File: src/rtl/instr_prefetch_queue_if.sv
// Bus bundle for instr_prefetch_queue.
// Groups the redirect input, the instruction-memory request/response
// channel, the dequeue channel towards the fetch stage and the occupancy
// count.
//   master : the prefetch queue (drives requests, head entry, occupancy)
//   slave  : its environment (memory, consumer, execute-stage redirect)
interface instr_prefetch_queue_if;
    logic        redirect;
    logic [31:0] redirect_pc;
    logic        imem_req_valid;
    logic        imem_req_ready;
    logic [31:0] imem_req_addr;
    logic        imem_rsp_valid;
    logic [31:0] imem_rsp_data;
    logic        deq_valid;
    logic        deq_ready;
    logic [31:0] deq_pc;
    logic [31:0] deq_instr;
    logic [3:0]  occupancy;

    modport master (
        input  redirect, redirect_pc, imem_req_ready, imem_rsp_valid,
               imem_rsp_data, deq_ready,
        output imem_req_valid, imem_req_addr, deq_valid, deq_pc, deq_instr,
               occupancy
    );

    modport slave (
        output redirect, redirect_pc, imem_req_ready, imem_rsp_valid,
               imem_rsp_data, deq_ready,
        input  imem_req_valid, imem_req_addr, deq_valid, deq_pc, deq_instr,
               occupancy
    );
endinterface

File: src/rtl/instr_prefetch_queue.sv
// Instruction prefetch queue.
// Issues sequential word-aligned fetch requests, buffers the in-order
// responses together with their PC, and presents the oldest entry to the
// fetch stage. Requests are credit-limited so that buffered entries plus
// in-flight requests never exceed DEPTH; a redirect flushes the queue,
// restarts fetch at the new PC and discards responses still in flight.
// Ports:
//   clk  : rising-edge clock
//   rst  : asynchronous reset, active low
//   bus  : instr_prefetch_queue_if.master
//          redirect/redirect_pc          - flush and restart fetch
//          imem_req_valid/ready/addr     - fetch request channel
//          imem_rsp_valid/data           - in-order response words
//          deq_valid/ready/pc/instr      - head entry to the fetch stage
//          occupancy                     - number of buffered entries
module instr_prefetch_queue #(
    parameter int          DEPTH    = 4,
    parameter logic [31:0] RESET_PC = 32'h0000_0000
) (
    input logic                    clk,
    input logic                    rst,
    instr_prefetch_queue_if.master bus
);

    localparam int         AW      = (DEPTH > 1) ? $clog2(DEPTH) : 1;
    localparam logic [4:0] DEPTH_C = 5'(DEPTH);

    typedef enum logic [1:0] {
        IDLE  = 2'd0,
        RUN   = 2'd1,
        DRAIN = 2'd2
    } state_t;

    state_t          state_q, state_d;
    logic [31:0]     fetch_pc_q, fetch_pc_d;
    logic [31:0]     rsp_pc_q, rsp_pc_d;
    logic [3:0]      occ_q, occ_d;
    logic [3:0]      out_q, out_d;
    logic [3:0]      discard_q, discard_d;
    logic [AW-1:0]   wr_ptr_q, wr_ptr_d;
    logic [AW-1:0]   rd_ptr_q, rd_ptr_d;
    logic            req_en_q, req_en_d;

    logic [31:0]     mem_pc_q    [DEPTH];
    logic [31:0]     mem_pc_d    [DEPTH];
    logic [31:0]     mem_instr_q [DEPTH];
    logic [31:0]     mem_instr_d [DEPTH];

    logic            req_fire;
    logic            deq_fire;
    logic            rsp_in;
    logic            enq;

    // req_en_q is the registered credit/state decision; the redirect gate is
    // the only combinational term so an unaccepted request is withdrawn in
    // the redirect cycle itself.
    assign bus.imem_req_valid = req_en_q & ~bus.redirect;
    assign bus.imem_req_addr  = fetch_pc_q;
    assign bus.deq_valid      = (occ_q != 4'd0);
    assign bus.deq_pc         = mem_pc_q[rd_ptr_q];
    assign bus.deq_instr      = mem_instr_q[rd_ptr_q];
    assign bus.occupancy      = occ_q;

    assign req_fire = bus.imem_req_valid & bus.imem_req_ready;
    assign deq_fire = bus.deq_valid & bus.deq_ready;
    assign rsp_in   = bus.imem_rsp_valid;
    assign enq      = rsp_in & (state_q == RUN) & ~bus.redirect;

    always_comb begin
        state_d     = state_q;
        fetch_pc_d  = fetch_pc_q;
        rsp_pc_d    = rsp_pc_q;
        occ_d       = occ_q;
        out_d       = out_q;
        discard_d   = discard_q;
        wr_ptr_d    = wr_ptr_q;
        rd_ptr_d    = rd_ptr_q;
        mem_pc_d    = mem_pc_q;
        mem_instr_d = mem_instr_q;

        if (bus.redirect) begin
            // Everything still in flight becomes stale; a response landing
            // in this very cycle is already accounted for and dropped.
            fetch_pc_d = bus.redirect_pc & 32'hFFFF_FFFC;
            rsp_pc_d   = bus.redirect_pc & 32'hFFFF_FFFC;
            occ_d      = 4'd0;
            wr_ptr_d   = '0;
            rd_ptr_d   = '0;
            out_d      = out_q - 4'(rsp_in);
            discard_d  = out_q - 4'(rsp_in);
            state_d    = (discard_d != 4'd0) ? DRAIN : RUN;
        end else begin
            case (state_q)
                IDLE: begin
                    state_d = RUN;
                end
                RUN: begin
                    if (req_fire) begin
                        fetch_pc_d = fetch_pc_q + 32'd4;
                    end
                    out_d = out_q + 4'(req_fire) - 4'(rsp_in);
                end
                DRAIN: begin
                    if (rsp_in) begin
                        discard_d = discard_q - 4'd1;
                        out_d     = out_q - 4'd1;
                        if (discard_d == 4'd0) begin
                            state_d = RUN;
                        end
                    end
                end
                default: begin
                    state_d = IDLE;
                end
            endcase

            // Responses arrive in request order, so the PC of the next
            // response is simply a counter that follows the request stream.
            if (enq) begin
                mem_pc_d[wr_ptr_q]    = rsp_pc_q;
                mem_instr_d[wr_ptr_q] = bus.imem_rsp_data;
                wr_ptr_d              = wr_ptr_q + AW'(1);
                rsp_pc_d              = rsp_pc_q + 32'd4;
            end
            if (deq_fire) begin
                rd_ptr_d = rd_ptr_q + AW'(1);
            end
            occ_d = occ_q + 4'(enq) - 4'(deq_fire);
        end

        req_en_d = (state_d == RUN) &&
                   (({1'b0, occ_d} + {1'b0, out_d}) < DEPTH_C);
    end

    always_ff @(posedge clk or negedge rst) begin
        if (!rst) begin
            state_q    <= IDLE;
            fetch_pc_q <= RESET_PC;
            rsp_pc_q   <= RESET_PC;
            occ_q      <= 4'd0;
            out_q      <= 4'd0;
            discard_q  <= 4'd0;
            wr_ptr_q   <= '0;
            rd_ptr_q   <= '0;
            req_en_q   <= 1'b0;
        end else begin
            state_q    <= state_d;
            fetch_pc_q <= fetch_pc_d;
            rsp_pc_q   <= rsp_pc_d;
            occ_q      <= occ_d;
            out_q      <= out_d;
            discard_q  <= discard_d;
            wr_ptr_q   <= wr_ptr_d;
            rd_ptr_q   <= rd_ptr_d;
            req_en_q   <= req_en_d;
        end
    end

    // Entry storage carries data only; validity is tracked by occ_q.
    always_ff @(posedge clk) begin
        mem_pc_q    <= mem_pc_d;
        mem_instr_q <= mem_instr_d;
    end

endmodule

File: src/flat_wrapper.sv
// flat-port wrapper written by rule: the top's interface ports become plain ports
module instr_prefetch_queue_flat 
#(
    parameter int          DEPTH    = 4,
    parameter logic [31:0] RESET_PC = 32'h0000_0000
)
  (clk, rst, bus_redirect, bus_redirect_pc, bus_imem_req_ready, bus_imem_rsp_valid, bus_imem_rsp_data, bus_deq_ready, bus_imem_req_valid, bus_imem_req_addr, bus_deq_valid, bus_deq_pc, bus_deq_instr, bus_occupancy);
  instr_prefetch_queue_if bus_i ();
  input logic clk;
  input logic rst;
  input wire logic [$bits(bus_i.redirect)-1:0] bus_redirect;
  input wire logic [$bits(bus_i.redirect_pc)-1:0] bus_redirect_pc;
  input wire logic [$bits(bus_i.imem_req_ready)-1:0] bus_imem_req_ready;
  input wire logic [$bits(bus_i.imem_rsp_valid)-1:0] bus_imem_rsp_valid;
  input wire logic [$bits(bus_i.imem_rsp_data)-1:0] bus_imem_rsp_data;
  input wire logic [$bits(bus_i.deq_ready)-1:0] bus_deq_ready;
  output wire logic [$bits(bus_i.imem_req_valid)-1:0] bus_imem_req_valid;
  output wire logic [$bits(bus_i.imem_req_addr)-1:0] bus_imem_req_addr;
  output wire logic [$bits(bus_i.deq_valid)-1:0] bus_deq_valid;
  output wire logic [$bits(bus_i.deq_pc)-1:0] bus_deq_pc;
  output wire logic [$bits(bus_i.deq_instr)-1:0] bus_deq_instr;
  output wire logic [$bits(bus_i.occupancy)-1:0] bus_occupancy;
  assign bus_i.redirect = bus_redirect;
  assign bus_i.redirect_pc = bus_redirect_pc;
  assign bus_i.imem_req_ready = bus_imem_req_ready;
  assign bus_i.imem_rsp_valid = bus_imem_rsp_valid;
  assign bus_i.imem_rsp_data = bus_imem_rsp_data;
  assign bus_i.deq_ready = bus_deq_ready;
  assign bus_imem_req_valid = bus_i.imem_req_valid;
  assign bus_imem_req_addr = bus_i.imem_req_addr;
  assign bus_deq_valid = bus_i.deq_valid;
  assign bus_deq_pc = bus_i.deq_pc;
  assign bus_deq_instr = bus_i.deq_instr;
  assign bus_occupancy = bus_i.occupancy;
  instr_prefetch_queue #(.DEPTH(DEPTH), .RESET_PC(RESET_PC)) u_core (.clk(clk), .rst(rst), .bus(bus_i));
endmodule
File: config.mk
export PLATFORM = sky130hd
export DESIGN_NAME = instr_prefetch_queue_flat
export DESIGN_NICKNAME = d
export VERILOG_FILES = /design/src/rtl/instr_prefetch_queue_if.sv /design/src/rtl/instr_prefetch_queue.sv /design/src/flat_wrapper.sv
export SDC_FILE = /design/constraint.sdc
export NUM_CORES = 1
export LEC_CHECK = 0
export ABC_CLOCK_PERIOD_IN_PS = 3300
export CORE_MARGIN = 2
export CORE_UTILIZATION = 40
export CTS_CLUSTER_DIAMETER = 60
export CTS_CLUSTER_SIZE = 25
export DETAILED_ROUTE_END_ITERATION = 7
export SYNTH_ARGS = -nofsm -noshare
export SYNTH_HDL_FRONTEND = slang
export SYNTH_SLANG_ARGS = --single-unit
File: constraint.sdc
create_clock -name clk -period 3.3 [get_ports clk]
set_clock_uncertainty 0.2 [all_clocks]
set_input_delay 0.825 -clock clk [delete_from_list [all_inputs] [get_ports clk]]
set_output_delay 0.825 -clock clk [all_outputs]
set_load 0.01 [all_outputs]
==> results of run 1 <==
-- metal layers --
layer,global-route usage (%),up-vias,wire length [um]
met3,3.15,28,1840
li1,-,3677,-
met2,28.2,222,14600
met4,3.37,0,376
met5,0,-,0
met1,24.1,4031,14300
-- synthesized netlist by cell type, types with 9 or more instances --
master      n
nand2_1    30
nor3_1     16
nand3_1    34
a21boi_0   11
xnor2_1    42
buf_2      10
inv_1      32
clkbuf_1   17
nand2b_1    9
nand4_1    14
edfxtp_1  248
a21oi_1    25
nor2_1     33
ha_1       29
dfrtp_1    79
mux4_2     62
mux2_2     28
xor2_1     29
-- through the flow --
stage,hold WS (ns),utilization (%),TNS (ns),power [mW]
after floorplan,0.295,-,-0.524,6.95
after global placement,0.348,48.4,-0.930,8.62
after detailed placement,0.346,48.4,-0.937,8.65
after CTS,0.0821,51.8,-0.166,12.3
after global routing,0.125,52.2,-0.181,12.9
final,0.0666,52.2,-0.108,12.3
-- critical path, delay by kind of cell --
family / cells / cell delay, ns
buffers and inverters: 3 / 0.47
AO/OA/AOI/OAI: 3 / 0.47
adder cells (fa/ha/maj): 2 / 0.46
AND/OR/NAND/NOR: 7 / 1.47
-- sequential cells by signal (all words and copies together) (netlist names) --
name and flops:
u_core.discard_q 4, u_core.bus.imem_req_addr 30, u_core.req_en_q 1, u_core.wr_ptr_q 2, u_core.out_q 4, u_core.rd_ptr_q 2
u_core.mem_instr_q 128, u_core.bus.occupancy 4, u_core.mem_pc_q 120, u_core.rsp_pc_q 30, u_core.state_q 2
-- final cells by class --
cell class | instances | area, sq um
multi-input combinational | 441 | 4350
timing repair buffer | 256 | 2510
fill | 2906 | 16500
tap | 455 | 569
inverter | 32 | 123
sequential | 327 | 9430
clock inverter | 22 | 259
clock buffer | 30 | 739
-- logic make-up after synthesis --
family | Yosys count
mux | 95
simple gates | 181
other cells | 1
compound gates | 59
xor+xnor | 71
buf+inv | 69
fa+ha+maj | 31
flops | 327
-- what timing repair did --
| action | in CTS | in global routing |
|---|---|---|
| hold buffers | 0 | 0 |
| buffers inserted | 20 | 5 |
| pin swaps | 16 | 17 |
| gates cloned | 1 | 1 |
| gates resized for setup | 96 | 19 |
| setup endpoints to repair | 63 | 8 |
-- where the power goes --
part	leakage, nW	switching, mW	internal (mW)
Combinational	2.78	1.76	2.10
Sequential	3.15	0.249	4.70
Clock	0.487	1.73	1.76
Total	6.41	3.74	8.56
-- how the worst min path moves through the flow --
| stage | slack [ns] | depth (start not counted) | startpoint | endpoint |
|---|---|---|---|---|
| 2_1_floorplan | 0.30 | 0 | u_core.rsp_pc_q[31]$_DFFE_PN0N_ | u_core.mem_pc_q[127]$_DFFE_PP_ |
| 3_3_place_gp | 0.35 | 0 | u_core.rsp_pc_q[27]$_DFFE_PN0N_ | u_core.mem_pc_q[27]$_DFFE_PP_ |
| 3_5_place_dp | 0.35 | 0 | u_core.rsp_pc_q[27]$_DFFE_PN0N_ | u_core.mem_pc_q[91]$_DFFE_PP_ |
| 4_1_cts | 0.08 | 1 | rst | u_core.bus.imem_req_addr[13]$_DFFE_PN0P_ |
| 5_1_grt | 0.12 | 1 | rst | u_core.rsp_pc_q[13]$_DFFE_PN0N_ |
| 6_report | 0.07 | 1 | rst | u_core.bus.imem_req_addr[23]$_DFFE_PN0P_ |
==> run_results.csv, run 1 <==
group,metric,value,unit
run_status,status,"finished, violations left",
run_status,violations,"setup timing",
yosys,seq_area_frac_synth,67.6,%
setup_path,r2r_cells,14,
yosys,synth_top_family_by_area,"multiplexers",
floorplan,die_x,191,um
clock_network,cts_buffers,28,
setup_path,worstPathArrival,3.68,ns
clock_network,clk_latency,0.56,ns
power,vdd_drop_max,0.430,mV
timing,max_freq,293,MHz
setup_path,end_kind,"register",
flow_run,cap_violations,0,
setup_path,slowest_delay,0.53,ns
floorplan,rows,68,
grt,grt_pass1_vias,8442,
placed_design,dpl.hpwl,20300,um
setup_path,r2r_slack,-0.10,ns
clock_network,cts_sinks,327,
grt,grt_max_degree,47,
yosys,synthAdderAreaFrac,2.89,%
setup_path,worst-setup-path-type,"primary input to register",
placed_design,gp_congestion,0.815,
yosys,synth_area_per_cell,16.7,sq um
clock_network,cts.path.max_buffers,3,
yosys,synth-compound-area-share,2.70,%
grt,grt.overflow.total,0,
setup_path,critPathRequiredTime,3.57,ns
timing,relSlewSlack,58.3,%
yosys,yosysWarnings,0,
final_layout,final_cells,1563,
placed_design,placed_cells,1484,
final_layout,fin_area,0.0180,sq mm
setup_path,cp-start-kind,"primary input",
grt,grt_pass1_wl,47800,um
final_layout,drive_above_1_share,25.9,%
route,drc,0,
clock_network,cts_max_level,1,
placed_design,place_area,0.0167,sq mm
timing,tightest_slew,0.625,ns
timing,finalHoldViolations,0,
setup_path,cp_max_fo,2,
route,viasPerCell,5.09,
route,drtIter0Drc,546,
yosys,synth_cell_types,54,
route,wirelength,31100,um
hold_path,holdCritPathClass,"primary input to asynchronous set/reset pin",
floorplan,start_util,40.4,%
yosys,synthMuxAreaShare,12.6,%
floorplan,dieArea,0.0363,sq mm
timing,setup_violations,1,
yosys,synthSimpleGateAreaFrac,7.45,%
floorplan,io_pins,172,
power,p_leak,6.41,nW
placed_design,io_buffers,165,
route,drt-pass1-iter-count,6,
grt,antenna_found_initial,0,
yosys,ys_ff_latch,327,
final_layout,nNetsFinal,1187,
setup_path,crit_chain,"clkdlybuf4s15_1 -> nor2b_4 -> and2_1 -> ha_2 -> buf_6 -> buf_4 -> a21oi_2 -> nor2_1 -> or3_1 -> nand3_2 -> a21oi_4 -> ha_1 -> or4_1 -> a311o_1 -> nor3_2",
clock_network,clkSlewWorstSetupHoldPaths,0.08,ns
final_layout,final_common_cell,"edfxtp_1",
final_layout,syn_to_final_growth,29.0,%
route,ant_nets,0,
timing,slew_viol_final,0,
placed_design,dp_slack,-0.937,ns
setup_path,worstReg2RegStart,"u_core.req_en_q$_DFF_PN0_",
yosys,synth_edf_count,248,
final_layout,diodes,0,
grt,globalRouteTotalUtil,17.1,%
route,wl_per_cell,19.9,um
timing,period_needed,3.41,ns
setup_path,r2r-end,"u_core.req_en_q$_DFF_PN0_",
yosys,synthXorXnorAreaFrac,4.46,%
setup_path,crit_end,"u_core.req_en_q$_DFF_PN0_",
route,via_count,7958,
final_layout,final_cell_mix,"edfxtp_1 (248), clkdlybuf4s50_1 (99), dfrtp_1 (77), buf_4 (72), mux4_2 (62)",
yosys,synth_area,0.0139,sq mm
yosys,ys.flop_type,"edfxtp_1",
timing,setup_ws,-0.108,ns
timing,fin_crit_sh,103,%
yosys,synth_top_cell_area_share,53.5,%
yosys,async_flop_share,24.2,%
yosys,yosys.area.top_type,"edfxtp_1",
yosys,synthTopCellsByArea,"edfxtp_1 (53%), dfrtp_1 (14%), mux4_2 (10%), xnor2_1 (2.6%), ha_1 (2.6%)",
setup_path,slowest_stage,"or4_1",
floorplan,core_area,0.0345,sq mm
floorplan,die_h,191,um
power,powerDensity,684,mW/mm^2
setup_path,cp-startpoint,"bus_redirect",
timing,rsz0062_at_grt,"true",
clock_network,cts_tree,"yes",
yosys,syn_inst,834,
clock_network,cts_root_buf,"clkbuf_16",
Note: power is estimated with default switching activity, not from simulation.
==> run 2: changes to the inputs <==
--- a/config.mk
+++ b/config.mk
@@ -11,6 +11,8 @@
 export CTS_CLUSTER_DIAMETER = 60
 export CTS_CLUSTER_SIZE = 25
 export DETAILED_ROUTE_END_ITERATION = 7
+export SETUP_SLACK_MARGIN = 0.05
+export SKIP_LAST_GASP = 1
 export SYNTH_ARGS = -nofsm -noshare
 export SYNTH_HDL_FRONTEND = slang
 export SYNTH_SLANG_ARGS = --single-unit
==> run_results.csv, run 2 (same netlist as run 1, synthesis figures left out) <==
group,metric,value,unit
route,drt-pass1-iter-count,4,
grt,grt_pass1_wl,47900,um
clock_network,clk_latency,0.56,ns
timing,setup_ws,-0.109,ns
final_layout,final_cell_mix,"edfxtp_1 (248), clkdlybuf4s50_1 (98), dfrtp_1 (77), buf_4 (73), mux4_2 (62)",
setup_path,cp_num_buf_inv,3,
final_layout,nNetsFinal,1188,
timing,finalHoldViolations,0,
run_status,violations,"setup timing",
floorplan,rows,68,
setup_path,cp_max_fo,2,
placed_design,io_buffers,165,
floorplan,start_util,40.4,%
hold_path,holdCritPathClass,"primary input to asynchronous set/reset pin",
grt,globalRouteTotalUtil,17.2,%
route,wl_per_cell,19.8,um
setup_path,worst-setup-path-type,"primary input to register",
route,via_count,7946,
final_layout,final_common_cell,"edfxtp_1",
placed_design,dpl.hpwl,20300,um
setup_path,r2r_cells,14,
route,wl_met3,2060,um
grt,grt.overflow.total,0,
setup_path,worstReg2RegStart,"u_core.req_en_q$_DFF_PN0_",
timing,slew_viol_final,0,
power,p_leak,6.42,nW
floorplan,die_x,191,um
clock_network,cts_max_level,1,
timing,timing.hold.ws,0.0687,ns
floorplan,core_area,0.0345,sq mm
route,wl_met2,14600,um
floorplan,dieArea,0.0363,sq mm
final_layout,drive_above_1_share,26.5,%
clock_network,clkSlewWorstSetupHoldPaths,0.08,ns
setup_path,cp-start-kind,"primary input",
floorplan,die_h,191,um
power,powerDensity,684,mW/mm^2
setup_path,slowest_stage,"or4_1",
final_layout,largest_reg_flops,128,
route,met1Wirelength,13900,um
timing,max_freq,293,MHz
grt,grt_max_degree,47,
timing,rsz0062_at_grt,"true",
final_layout,diodes,0,
route,drtIter0Drc,534,
clock_network,cts.path.max_buffers,3,
setup_path,r2r-end,"u_core.req_en_q$_DFF_PN0_",
clock_network,cts_root_buf,"clkbuf_16",
final_layout,syn_to_final_growth,28.8,%
route,ant_nets,0,
placed_design,dp_slack,-0.937,ns
setup_path,crit_family,"simple AND/OR/NAND/NOR gates",
route,viasPerCell,5.08,
timing,fin_crit_sh,103,%
timing,period_needed,3.41,ns
setup_path,worstPathArrival,3.68,ns
setup_path,r2r_slack,-0.10,ns
route,wirelength,30900,um
setup_path,critPathRequiredTime,3.57,ns
final_layout,top_regs,"u_core.mem_instr_q: 128 flops, u_core.mem_pc_q: 120 flops",
floorplan,io_pins,172,
grt,antenna_found_initial,0,
route,highest_layer,"met4",
timing,relSlewSlack,58.2,%
setup_path,slowest_delay,0.53,ns
setup_path,crit_chain,"clkdlybuf4s15_1 -> nor2b_4 -> and2_1 -> ha_2 -> buf_6 -> buf_4 -> a21oi_2 -> nor2_1 -> or3_1 -> nand3_2 -> a21oi_4 -> ha_1 -> or4_1 -> a311o_1 -> nor3_2",
clock_network,cts_tree,"yes",
route,drc,0,
placed_design,gp_congestion,0.815,
power,vdd_drop_max,0.430,mV
clock_network,cts_sinks,327,
clock_network,cts_buffers,28,
run_status,status,"finished, violations left",
timing,tightest_slew,0.627,ns
grt,grt_pass1_vias,8425,
final_layout,top_register,"u_core.mem_instr_q",
timing,setup_violations,1,
setup_path,end_kind,"register",
flow_run,cap_violations,0,
run 2: cell types whose count changed in the layout (fill, tap and decap cells not counted), sizes merged:
cell           previous run  this run
clkdlybuf4s15             8         3
dlymetal6s2s              0         1
clkdlybuf4s50            99        98
clkbuf                   33        42
dlygate4sd2              55        50
buf                      91        93
run 2: worst max path at each step:
| stage | start | cells after the start | end | slack, ns |
|---|---|---|---|---|
| after CTS | u_core.bus.occupancy[3]$_DFF_PN0_ | 15 | u_core.req_en_q$_DFF_PN0_ | -0.17 |
| after floorplan | bus_redirect | 16 | u_core.req_en_q$_DFF_PN0_ | -0.52 |
| after detailed placement | bus_imem_rsp_valid | 15 | u_core.req_en_q$_DFF_PN0_ | -0.94 |
| after global placement | bus_imem_rsp_valid | 15 | u_core.req_en_q$_DFF_PN0_ | -0.93 |
| after global routing | u_core.out_q[0]$_DFF_PN0_ | 15 | u_core.req_en_q$_DFF_PN0_ | -0.18 |
| final | bus_redirect | 15 | u_core.req_en_q$_DFF_PN0_ | -0.11 |
run 2: report_power, final:
part           internal, mW  switching (mW)
Sequential             4.70           0.244
Clock                  1.76            1.73
Combinational          2.09            1.76
run 2: through the flow:
step / area [sq um] / TNS (ns) / std cells / power (mW) / utilization, %
after floorplan: 14000 / -0.524 / 837 / 6.95 / -
after detailed placement: 16700 / -0.937 / 1484 / 8.65 / 48.4
after global routing: 17900 / -0.181 / 1564 / 12.9 / 52.1
after CTS: 17800 / -0.560 / 1556 / 12.3 / 51.8
final: 17900 / -0.109 / 1564 / 12.3 / 52.1
after global placement: 16700 / -0.930 / 1484 / 8.62 / 48.4
run 2: area by class of cell:
class	count	area [sq um]
tap	455	569
clock inverter	22	259
timing repair buffer	257	2470
multi-input combinational	441	4350
clock buffer	30	739
sequential	327	9430
inverter	32	123
fill	2910	16500
run 2: timing repair:
item / 4_1_cts / 5_1_grt
cloned: 1 / 0
resized for setup: 88 / 38
endpoints found under the setup margin: 63 / 25
setup buffers: 19 / 8
pin swaps: 16 / 17
hold buffers: 0 / 0
run 2: per-layer routing:
layer | track usage, % | vias to the layer above
li1 | - | 3684
met1 | 24.2 | 4005
met2 | 28.2 | 229
met3 | 3.15 | 28
met4 | 3.34 | 0
met5 | 0 | -
==> run 3: changes to the inputs <==
--- a/config.mk
+++ b/config.mk
@@ -5,11 +5,11 @@
 export SDC_FILE = /design/constraint.sdc
 export NUM_CORES = 1
 export LEC_CHECK = 0
+export ABC_AREA = 1
 export ABC_CLOCK_PERIOD_IN_PS = 3300
-export CORE_MARGIN = 2
 export CORE_UTILIZATION = 40
 export CTS_CLUSTER_DIAMETER = 60
-export CTS_CLUSTER_SIZE = 25
+export CTS_CLUSTER_SIZE = 16
 export DETAILED_ROUTE_END_ITERATION = 7
 export SETUP_SLACK_MARGIN = 0.05
 export SKIP_LAST_GASP = 1
==> run_results.csv, run 3 <==
group,metric,value,unit
final_layout,drive_above_1_share,10.0,%
floorplan,die_x,195,um
route,highest_layer,"met4",
power,p_switching,3.83,mW
yosys,synth.most_common_cell,"nand2_1",
timing,max_freq,305,MHz
final_layout,largest_reg_flops,128,
power,clockPowerShare,26.7,%
power,seqPwrFrac,42.2,%
power,p_leak,7.48,nW
route,via_count,11100,
setup_path,r2r_cells,16,
clock_network,cts.path.max_buffers,3,
setup_path,cp_max_fo,19,
yosys,seq_area_frac_synth,63.2,%
setup_path,worstPathArrival,2.25,ns
grt,antenna_found_initial,0,
route,ant_nets,0,
yosys,synthTopCellsByArea,"edfxtp_1 (50%), dfrtp_1 (13%), nand2_1 (6.4%), nor2_1 (5.5%), o21ai_0 (5.4%)",
timing,setup_tns,0,ns
placed_design,dp_slack,-0.627,ns
clock_network,clkSlewWorstSetupHoldPaths,0.07,ns
placed_design,io_buffers,165,
setup_path,r2r-end,"u_core.req_en_q$_DFF_PN0_",
clock_network,cts_sinks,327,
route,met1Wirelength,17100,um
final_layout,nFillCells,3267,
run_status,status,"complete, no violations",
clock_network,cts_max_level,1,
route,drt-pass1-iter-count,5,
timing,fin_crit_sh,99.3,%
final_layout,regArea,0.00943,sq mm
floorplan,core_area,0.0367,sq mm
timing,finalHoldViolations,0,
clock_network,cts_tree,"yes",
clock_network,clk_latency,0.55,ns
clock_network,cts_hold_buf,0,
timing,setup_violations,0,
setup_path,r2r_slack,0.32,ns
setup_path,slowest_delay,0.57,ns
timing,slew_viol_final,0,
power,power_frac_comb,31.1,%
final_layout,nNetsFinal,1737,
route,wl_met3,2250,um
final_layout,fin_area,0.0189,sq mm
route,wirelength,39700,um
timing,rsz0062_at_grt,"true",
yosys,synth_cell_types,46,
timing,timing.hold.ws,0.0306,ns
grt,grt_max_degree,76,
power,swShare,32.4,%
final_layout,top_register,"u_core.mem_instr_q",
yosys,synth_area,0.0149,sq mm
route,wl_met2,19400,um
timing,period_needed,3.28,ns
yosys,ys_ff_latch,327,
placed_design,dpl.hpwl,25300,um
final_layout,multi_input_comb_area,0.00491,sq mm
timing,tightest_slew,0.587,ns
grt,globalRouteTotalUtil,19.9,%
grt,grt_pass1_wl,59900,um
final_layout,top_regs,"u_core.mem_instr_q: 128 flops, u_core.mem_pc_q: 120 flops",
power,vdd_drop_max,0.314,mV
timing,relSlewSlack,60.8,%
setup_path,slowest_stage,"clkdlybuf4s50_1",
yosys,synth_top_cell_area_share,49.9,%
final_layout,final_common_cell,"nand2_1",
floorplan,rows,70,
yosys,yosys.area.top_type,"edfxtp_1",
placed_design,gp_congestion,0.882,
yosys,synthTopCellsByCount,"nand2_1 (256), edfxtp_1 (248), nor2_1 (217), o21ai_0 (162), inv_1 (107)",
yosys,ys.flop_type,"edfxtp_1",
setup_path,crit_end,"bus_deq_instr[17]",
power,fin_total_pwr,11.8,mW
yosys,syn_inst,1435,
floorplan,start_util,40.7,%
grt,grt.overflow.total,0,
final_layout,final_cell_mix,"nand2_1 (256), edfxtp_1 (248), nor2_1 (212), o21ai_0 (158), inv_1 (106)",
route,drc,0,
power,p_int,8.00,mW
final_layout,syn_to_final_growth,26.7,%
setup_path,worst-setup-path-type,"register to output pin",
grt,grt_pass1_vias,10900,
route,drtIter0Drc,720,
setup_path,critPathRequiredTime,2.27,ns
setup_path,end_kind,"output pin",
hold_path,holdCritPathClass,"primary input to asynchronous set/reset pin",
flow_run,cap_violations,0,
floorplan,die_h,195,um
route,viasPerCell,5.22,
route,wl_per_cell,18.7,um
yosys,synth_area_per_cell,10.4,sq um
yosys,synth_edf_count,248,
setup_path,cp-start-kind,"register",
timing,setup_ws,0.0246,ns
power,powerDensity,626,mW/mm^2
yosys,async_flop_share,24.2,%
clock_network,cts_root_buf,"clkbuf_16",
floorplan,io_pins,172,
yosys,yosysWarnings,0,
final_layout,diodes,0,
setup_path,crit_chain,"buf_12 -> buf_16 -> o21ai_0 -> o22ai_1 -> clkdlybuf4s50_1",
floorplan,dieArea,0.0381,sq mm
clock_network,cts_buffers,28,
placed_design,place_area,0.0175,sq mm
setup_path,cp-startpoint,"u_core.rd_ptr_q[0]$_DFFE_PN0P_",
setup_path,worstReg2RegStart,"u_core.bus.occupancy[2]$_DFF_PN0_",
## run 3: cell type report
type	instances	area share, %
clock inverter	11	0.497
inverter	112	2.27
sequential	327	49.9
multi-input combinational	936	26.0
tap	468	3.10
timing repair buffer	231	14.3
clock buffer	38	4.02
## run 3: repair_timing
item | CTS | global route
buffers inserted | 0 | 5
setup endpoints to repair | 63 | 54
cloned | 1 | 8
gates resized for setup | 24 | 73
pin swaps | 1 | 10
## run 3: layer usage
metal,global-route usage (%),vias to the layer above
met5,0,-
met4,5.05,0
met3,2.50,58
met2,34.2,354
met1,26.8,5325
li1,-,5348
## run 3: how the worst min path moves through the flow
stage	start	to	slack (ns)	cells after the start
2_1_floorplan	u_core.discard_q[1]$_DFFE_PN0P_	u_core.discard_q[1]$_DFFE_PN0P_	0.29	2
6_report	rst	u_core.bus.imem_req_addr[14]$_DFFE_PN0P_	0.03	1
3_3_place_gp	u_core.discard_q[1]$_DFFE_PN0P_	u_core.discard_q[1]$_DFFE_PN0P_	0.32	2
3_5_place_dp	u_core.discard_q[2]$_DFFE_PN0P_	u_core.discard_q[2]$_DFFE_PN0P_	0.34	2
4_1_cts	rst	u_core.bus.imem_req_addr[14]$_DFFE_PN0P_	0.03	1
5_1_grt	rst	u_core.bus.imem_req_addr[14]$_DFFE_PN0P_	0.06	1
## run 3: cells by family (layout without fill, tap and decap cells)
family / after synthesis / after routing / share of synthesized area, %
adder cells (fa/ha/maj): 31 / 31 / 2.70
AND/OR/NAND/NOR: 575 / 575 / 16.4
flip-flops: 327 / 327 / 63.2
other: 1 / 4 / 0.0251
AO/OA/AOI/OAI: 294 / 294 / 11.1
XOR/XNOR: 32 / 32 / 1.88
buffers and inverters: 175 / 392 / 4.77
## run 3: metrics by stage
step	cells	util [%]
global route	2123	51.5
detailed placement	2060	47.8
finish	2123	51.5
floorplan	1438	-
global placement	2060	47.8
CTS	2110	50.3
## run 3: power by group through the flow
stage | Combinational (mW) | Sequential, mW | Clock [mW]
6_report | 3.68 | 4.99 | 3.15
5_1_grt | 4.08 | 5.03 | 3.37
4_1_cts | 3.47 | 4.98 | 3.22
3_3_place_gp | 3.34 | 5.06 | 0
3_5_place_dp | 3.38 | 5.07 | 0
2_1_floorplan | 1.84 | 4.99 | 0
## run 3: worst max-delay path: cells and delay by family, from the launching register on
kind	cells	cell delay, ns
buf+inv	3	0.93
compound gates	2	0.28
flops	1	0.48
